===== config.mk =====
export PLATFORM = sky130hd
export DESIGN_NAME = multichannel_wr_arbiter
export DESIGN_NICKNAME = d
export VERILOG_FILES = /design/src/rtl/multichannel_wr_arbiter.sv
export SDC_FILE = /design/constraint.sdc
export NUM_CORES = 1
export LEC_CHECK = 0
export ABC_AREA = 1
export CORE_MARGIN = 1.5
export CORE_UTILIZATION = 42
export DETAILED_ROUTE_END_ITERATION = 6
export PLACE_DENSITY = 0.95
export SYNTH_ARGS = -nofsm -noshare
export SYNTH_HDL_FRONTEND = slang
export SYNTH_SLANG_ARGS = --single-unit

===== constraint.sdc =====
create_clock -name clk -period 3.3 [get_ports clk]
set_input_delay 0.825 -clock clk [delete_from_list [all_inputs] [get_ports clk]]
set_output_delay 0.825 -clock clk [all_outputs]
set_load 0.02 [all_outputs]

===== src/rtl/multichannel_wr_arbiter.sv =====
// multichannel_wr_arbiter: grants one of four write channels at a time to a
// single AXI write master. Channels that have not yet been served in the
// current round win first; ties are broken round-robin after the last grant.
// A grant is held until the master reports wr_done, or until the watchdog
// fires after TIMEOUT_CYC busy cycles (0 disables the watchdog).
module multichannel_wr_arbiter #(
  parameter int ADDR_WIDTH  = 30,
  parameter int TIMEOUT_CYC = 4096
) (
  input  logic                  clk,
  input  logic                  rst_n,
  input  logic [3:0]            wr_req,
  input  logic [ADDR_WIDTH-1:0] wr_addr0,
  input  logic [ADDR_WIDTH-1:0] wr_addr1,
  input  logic [ADDR_WIDTH-1:0] wr_addr2,
  input  logic [ADDR_WIDTH-1:0] wr_addr3,
  output logic [3:0]            wr_grant,
  input  logic                  wr_done,
  output logic                  axi_wr_start,
  output logic [ADDR_WIDTH-1:0] axi_wr_addr,
  output logic                  wr_timeout
);

  typedef enum logic [4:0] {
    IDLE = 5'b00001,
    S0   = 5'b00010,
    S1   = 5'b00100,
    S2   = 5'b01000,
    S3   = 5'b10000
  } state_t;

  // Counter only needs to reach TIMEOUT_CYC-1.
  localparam int            CW       = (TIMEOUT_CYC > 1) ? $clog2(TIMEOUT_CYC) : 1;
  localparam logic [CW-1:0] CNT_LAST = (TIMEOUT_CYC > 0) ? CW'(TIMEOUT_CYC - 1) : '0;
  localparam bit            WD_EN    = (TIMEOUT_CYC > 0);

  state_t        state_q, state_d;
  logic          busy_q, busy_d;
  logic [3:0]    record_q, record_d;
  logic [1:0]    last_q, last_d;
  logic [CW-1:0] cnt_q, cnt_d;

  logic       legal;
  logic       in_s;
  logic [1:0] cur;
  logic       cur_req;
  logic       wd_fire;
  logic       release_burst;
  logic       decide;
  logic       pick_valid;
  logic [1:0] pick_ch;
  logic [1:0] scan_idx;
  logic [3:0] rec_n;

  // Decode the one-hot state into "granted channel" and drive the grant-side outputs.
  always_comb begin
    legal = 1'b1;
    in_s  = 1'b1;
    cur   = 2'd0;
    case (state_q)
      IDLE:    in_s = 1'b0;
      S0:      cur = 2'd0;
      S1:      cur = 2'd1;
      S2:      cur = 2'd2;
      S3:      cur = 2'd3;
      default: begin
        legal = 1'b0;
        in_s  = 1'b0;
      end
    endcase
    cur_req       = wr_req[cur];
    wr_grant      = in_s ? state_q[4:1] : 4'b0000;
    axi_wr_start  = in_s & cur_req & ~busy_q;
    // wr_done wins over a coincident watchdog expiry.
    wd_fire       = WD_EN & in_s & busy_q & (cnt_q == CNT_LAST) & ~wr_done;
    release_burst = in_s & busy_q & (wr_done | wd_fire);
    wr_timeout    = wd_fire;
    axi_wr_addr   = '0;
    if (in_s) begin
      case (cur)
        2'd0:    axi_wr_addr = wr_addr0;
        2'd1:    axi_wr_addr = wr_addr1;
        2'd2:    axi_wr_addr = wr_addr2;
        default: axi_wr_addr = wr_addr3;
      endcase
    end
  end

  // Two-pass round-robin scan starting after the last granted channel.
  always_comb begin
    pick_valid = 1'b0;
    pick_ch    = 2'd0;
    scan_idx   = 2'd0;
    for (int k = 1; k <= 4; k++) begin
      scan_idx = last_q + 2'(k);
      if (!pick_valid && wr_req[scan_idx] && !record_q[scan_idx]) begin
        pick_valid = 1'b1;
        pick_ch    = scan_idx;
      end
    end
    for (int k = 1; k <= 4; k++) begin
      scan_idx = last_q + 2'(k);
      if (!pick_valid && wr_req[scan_idx]) begin
        pick_valid = 1'b1;
        pick_ch    = scan_idx;
      end
    end
  end

  // Next-state: busy tracking, watchdog count and grant decisions.
  always_comb begin
    state_d  = state_q;
    busy_d   = busy_q;
    record_d = record_q;
    last_d   = last_q;
    cnt_d    = '0;
    rec_n    = record_q | (4'b0001 << pick_ch);
    decide   = (state_q == IDLE) | release_burst | (in_s & ~busy_q & ~cur_req);
    if (!legal) begin
      state_d = IDLE;
      busy_d  = 1'b0;
    end else begin
      if (release_burst) begin
        busy_d = 1'b0;
      end else if (axi_wr_start) begin
        busy_d = 1'b1;
      end
      if (busy_q && !release_burst) begin
        cnt_d = cnt_q + 1'b1;
      end
      if (decide) begin
        if (pick_valid) begin
          last_d   = pick_ch;
          record_d = (&rec_n) ? 4'b0000 : rec_n;
          case (pick_ch)
            2'd0:    state_d = S0;
            2'd1:    state_d = S1;
            2'd2:    state_d = S2;
            default: state_d = S3;
          endcase
        end else begin
          state_d = IDLE;
        end
      end
    end
  end

  // State registers; async reset gives channel 0 first priority (last=3).
  always_ff @(posedge clk or negedge rst_n) begin
    if (!rst_n) begin
      state_q  <= IDLE;
      busy_q   <= 1'b0;
      record_q <= 4'b0000;
      last_q   <= 2'd3;
      cnt_q    <= '0;
    end else begin
      state_q  <= state_d;
      busy_q   <= busy_d;
      record_q <= record_d;
      last_q   <= last_d;
      cnt_q    <= cnt_d;
    end
  end

endmodule

# Yosys cells after proc, flatten, opt, wreduce, memory -nomap -nowiden
# Index checks and enable logic that the tools add are counted.
[totals] regBits=24 input_bits=127 out_inout_bits=36 wordCells=122
[classes] addsub=4 magnitude_cmp=5 eq_ne=12 shift=1 mux=50 bitwise_logic=15 n_reduce_logical=30
[ops] operator="case mux 30 bit (3 select lines)" count=1
[ops] operator="two-way mux 30 bit" count=1
[ops] operator="two-way mux 12 bit" count=2
[ops] operator="two-way mux 1 bit" count=22
[ops] operator="binary-select mux 1 bit (select 2 bit)" count=9
[ops] operator="two-way mux 2 bit" count=8
[ops] operator="less-than comparator 2 x 3 -> 1 bit (second input constant)" count=5
[ops] operator="two-way mux 5 bit" count=3
[ops] operator="case mux 5 bit (3 select lines)" count=1
[ops] operator="adder 12 x 1 -> 12 bit (second input constant)" count=1
[ops] operator="equality test 12 bit (second input constant)" count=1
[ops] operator="logical AND 1 bit" count=12
[ops] operator="zero test 1 bit" count=12
[ops] operator="bitwise AND 1 bit" count=8
[ops] operator="two-way mux 4 bit" count=2
[ops] operator="case mux 2 bit (3 select lines)" count=1
[ops] operator="equality test 5 x 1 -> 1 bit (second input constant)" count=1
[ops] operator="equality test 5 x 2 -> 1 bit (second input constant)" count=1
[ops] operator="equality test 5 x 3 -> 1 bit (second input constant)" count=1
[ops] operator="equality test 5 x 4 -> 1 bit (second input constant)" count=1
[ops] operator="equality test 5 bit (second input constant)" count=1
[ops] operator="OR reduction 5 bit" count=1
[ops] operator="adder 2 bit (second input constant)" count=2
[ops] operator="equality test 2 x 1 -> 1 bit (second input constant)" count=2
[ops] operator="other kinds (12)" count=18

# Longest topological paths before layout
[depth] ltp_word=35 depth_mapped=20 depth_no_buf=19

# Least setup slack after synthesis
# No wires, ideal clock.
[synth_path] path_type="reg-to-output" startpoint="register state_q[2]" endpoint="output wr_timeout" t_arrival_ns=2.157 t_required_ns=2.475 slack_ns=0.318 stages_incl_launch_ff=8 path_buffers=0 cell_sequence="dfrtp_1 -> nor2_1 -> inv_1 -> nor4_1 -> nor2_1 -> nor2_1 -> inv_1 -> nor3_1"
[synth_via] elab_chain_cells=6 elab_cells_between_ends=9 classes_between="eq/ne: 4; mux: 1; bitwise: 3; reduce/logical: 1"
[synth_rtl] element="from (decl)" line_no="37" source="state_t state_q, state_d;"
[synth_rtl] element="from (signal assigned)" line_no="157" source="state_q <= state_d;"
[synth_rtl] element="equality test 5 bit, or another cell as far along" line_no="60" source="case (state_q)"
[synth_rtl] element="OR reduction 4 bit (no line) (*)"
[synth_rtl] element="two-way mux 1 bit (*)" line_no="60"
[synth_rtl] element="bitwise AND 1 bit (*) (3 in series)" line_no="75" source="wd_fire = WD_EN & in_s & busy_q & (cnt_q == CNT_LAST) & ~wr_done;"
[synth_rtl] element="to (decl)" line_no="21" source="output logic wr_timeout"
# Mark *: on every way between the ends. The rest lies on a longest branch, timed or not.

# Worst setup path in the final report
[layout_path] startpoint="input wr_req[0]" endpoint="output axi_wr_start"
[layout_via] elab_chain_cells=4
[layout_rtl] element="from (decl)" line_no="12" source="input logic [3:0] wr_req,"
[layout_rtl] element="binary-select mux 1 bit (select 2 bit)" line_no="71" source="cur_req = wr_req[cur];"
[layout_rtl] element="two-way mux 1 bit (not written as such)" line_no="71"
[layout_rtl] element="bitwise AND 1 bit (2 in series)" line_no="73" source="axi_wr_start = in_s & cur_req & ~busy_q;"
[layout_rtl] element="to (decl)" line_no="19" source="output logic axi_wr_start,"
# No other way between the ends. The select of a mux whose other input is x is not followed.

==> results.py <==
metrics = {
    "worst_setup_path": {
        "crit_slowest_cell": "clkdlybuf4s50_1",
        "crit_path_end_kind": "output pin",
        "critPathLaunchType": "primary input",
        "crit_arrival_ns": 2.33,
        "slowest_delay_ns": 0.50,
        "crit_fanout": 3,
        "required_ns": 2.47,
        "timing.rr.start": "last_q[0]",
        "path_cells": "clkdlybuf4s50_1, nand2_1, nand3_1, o221ai_2, nor3_2, buf_4, dlygate4sd2_1",
        "rr_worst_depth": 17,
        "crit_type": "in -> out",
        "crit_start": "wr_req[0]",
    },
    "sta": {
        "setup_violations": 0,
        "maxSlewViolCount": 0,
        "hold_viol": 0,
        "tightest_slew_ns": 0.969,
        "whs_ns": 0.460,
        "grt_setup_unrepaired": "no",
        "relSlewSlack": 0.352,
        "finalSetupTns_ns": 0,
        "fin_crit_ns": 3.15,
        "fin_skew_ns": 0.00473,
        "fin_crit_sh": 0.955,
        "finalWorstSetupSlack_ns": 0.147,
        "fmax_mhz": 317,
    },
    "logic_synthesis": {
        "synth_top_family_by_area": "simple AND/OR/NAND/NOR gates",
        "ys_async_sr_fraction": 1.00,
        "synth_xor_area_frac": 0.0220,
        "ys_seq_area_frac": 0.217,
        "synthMuxAreaShare": 0.00360,
        "synth-compound-area-share": 0.0391,
        "synth_flop_cell": "dfrtp_1",
        "synthAdderAreaFrac": 0.00450,
        "synth.net_count": 636,
        "synth_cells": 508,
        "yosys.area_share.simple": 0.585,
        "synth_area_um2": 2780,
        "yosysWarnings": 0,
        "avgSynthCellArea_um2": 5.48,
        "synth-edff-count": 0,
        "synthDistinctLibCells": 34,
        "ys_ff_latch": 24,
    },
    "die": {
        "coreArea_um2": 6390,
        "die_area_um2": 7120,
        "start_util": 0.436,
        "die_x_um": 84.4,
        "die_h_um": 84.4,
        "io_pins": 163,
        "rows": 29,
    },
    "run": {
        "max_cap_viol_count": 0,
    },
    "power": {
        "swShare": 0.551,
        "power.clock.fraction": 0.076,
        "power.density_nw_per_um2": 714,
        "p_sw_w": 0.00183,
        "p_leak_nw": 2.76,
        "pwr-share-comb": 0.776,
        "seqPwrFrac": 0.148,
        "vdd_drop_max_mv": 0.402,
        "p_int_w": 0.00149,
    },
    "clock_network": {
        "clk-insertion-delay-late_ns": 0.26,
        "cts_buffers": 3,
        "cts.htree.levels": 1,
        "holdBufCountCts": 0,
        "cts_max_path_buffers": 2,
        "cts.sinks": 24,
        "root_buffer": "clkbuf_8",
        "cts.clk_slew.worst_paths_ns": 0.08,
        "cts_setup_buffers": 0,
        "cts_tree": "yes",
    },
    "placed_design": {
        "place_ws_ns": -0.137,
        "gp_congestion": 0.948,
        "placedCellCount": 738,
        "hpwl_um": 8530,
        "io_buffers": 162,
    },
    "cells_and_area": {
        "fillers": 505,
        "num-nets-final": 794,
        "drive_above_1_share": 0.0782,
        "area_growth_pct": 67.6,
        "layout_commonest_cell": "nand2_1",
        "layout_common_cells": "nand2_1, clkdlybuf4s50_1, inv_1, nand4_1, nor2_1",
        "seq_area_um2": 604,
        "multi_input_area_um2": 1850,
        "num_antenna_cells": 0,
        "finalNonFillerCells": 742,
    },
    "routing": {
        "via_count": 3876,
        "route.detailed.drc": 0,
        "drt_iter0_markers": 295,
        "ant_nets": 0,
        "drt_wl_total_um": 10800,
        "wl_per_cell_um": 14.5,
        "drt_pass1_iterations": 6,
        "avgViaCountPerCell": 5.22,
    },
    "hold_path": {
        "hold_depth": 1,
        "min_path_type": "reg -> reg",
        "hp-start": "cnt_q[0]",
    },
    "run_status": {
        "status": "finished, final reports clean",
    },
    "global_routing": {
        "overflow": 0,
        "grt_usage": 0.291,
        "grt_pass1_wl_um": 17200,
        "grt_max_degree": 32,
        "antenna_found_initial": 0,
        "grt_pass1_vias": 3711,
    },
}
[layer usage]
metal	global-route usage	vias to the layer above	share of wire
met1	0.364	1755	0.41
met2	0.519	192	0.49
met3	0.0403	30	0.072
met4	0.0909	0	0.031
met5	0	-	0
li1	-	1899	-
[critical path: cells and delay by family]
| family | cells | cell delay, ns |
|---|---|---|
| compound gates | 1 | 0.13 |
| buf+inv | 3 | 0.97 |
| simple gates | 3 | 0.39 |
[per-stage QoR]
stage	utilization	cell area, um2	power (W)
floorplan	-	2780	0.00224
global placement	0.705	4500	0.00293
detailed placement	0.705	4500	0.00303
CTS	0.717	4580	0.00330
global route	0.730	4660	0.00364
finish	0.730	4660	0.00333
[path summary, 6_finish.rpt]
kind	to	slack, ns
max in group asynchronous	last_q[1]	1.52
setup / recovery	axi_wr_start	0.15
min in group asynchronous	cnt_q[7]	1.09
hold reg to reg	cnt_q[0]	0.46
setup reg to reg	record_q[0]	0.47
hold / removal	cnt_q[0]	0.46
[cell usage after synthesis, types with 3 or more instances]
cell / count / area share
clkbuf_1: 14 / 0.019
nand2_2: 9 / 0.020
dfrtp_1: 21 / 0.19
nand2_1: 245 / 0.33
a21oi_1: 4 / 0.0072
a31oi_1: 4 / 0.0090
nand3_1: 22 / 0.040
o21ai_0: 5 / 0.0090
nand3_2: 6 / 0.022
nand4_1: 35 / 0.079
nor2_2: 5 / 0.011
dfstp_2: 3 / 0.028
xor2_1: 5 / 0.016
buf_6: 4 / 0.016
nor3_1: 5 / 0.0090
nor2_1: 37 / 0.050
inv_1: 61 / 0.082
[flip-flops by register name, summed over array words and instances, names as in the netlist]
signal	cells
cnt_q	12
state_q	5
record_q	4
last_q	2
busy_q	1
[repair_timing]
action	CTS	global route
resized for setup	7	35
pin swaps	1	0
endpoints found under the hold margin	0	0
cloned	0	0
setup endpoints to repair	32	33
[power groups by stage]
stage	clock network [W]	logic, W	registers (W)
final	0.000253	0.00258	0.000491
after global routing	0.000271	0.00286	0.000503
after CTS	0.000257	0.00256	0.000486
after detailed placement	0	0.00254	0.000490
after global placement	0	0.00244	0.000487
after floorplan	0	0.00181	0.000423
[area by class of cell]
type,count,area share
multi-input cells,400,0.396
inverters,63,0.0523
clock buffers,3,0.00886
well taps,77,0.0207
flip-flops and latches,24,0.130
clock inverters,1,0.00644
repair buffers,174,0.386
[cells by family (layout without fill, tap and decap cells)]
group,Yosys count,in the layout
simple gates,372,372
compound gates,19,19
mux,1,1
fa+ha+maj,1,1
flops,24,24
xor+xnor,7,7
buf+inv,84,241
Power figures use the tool's default switching activity.
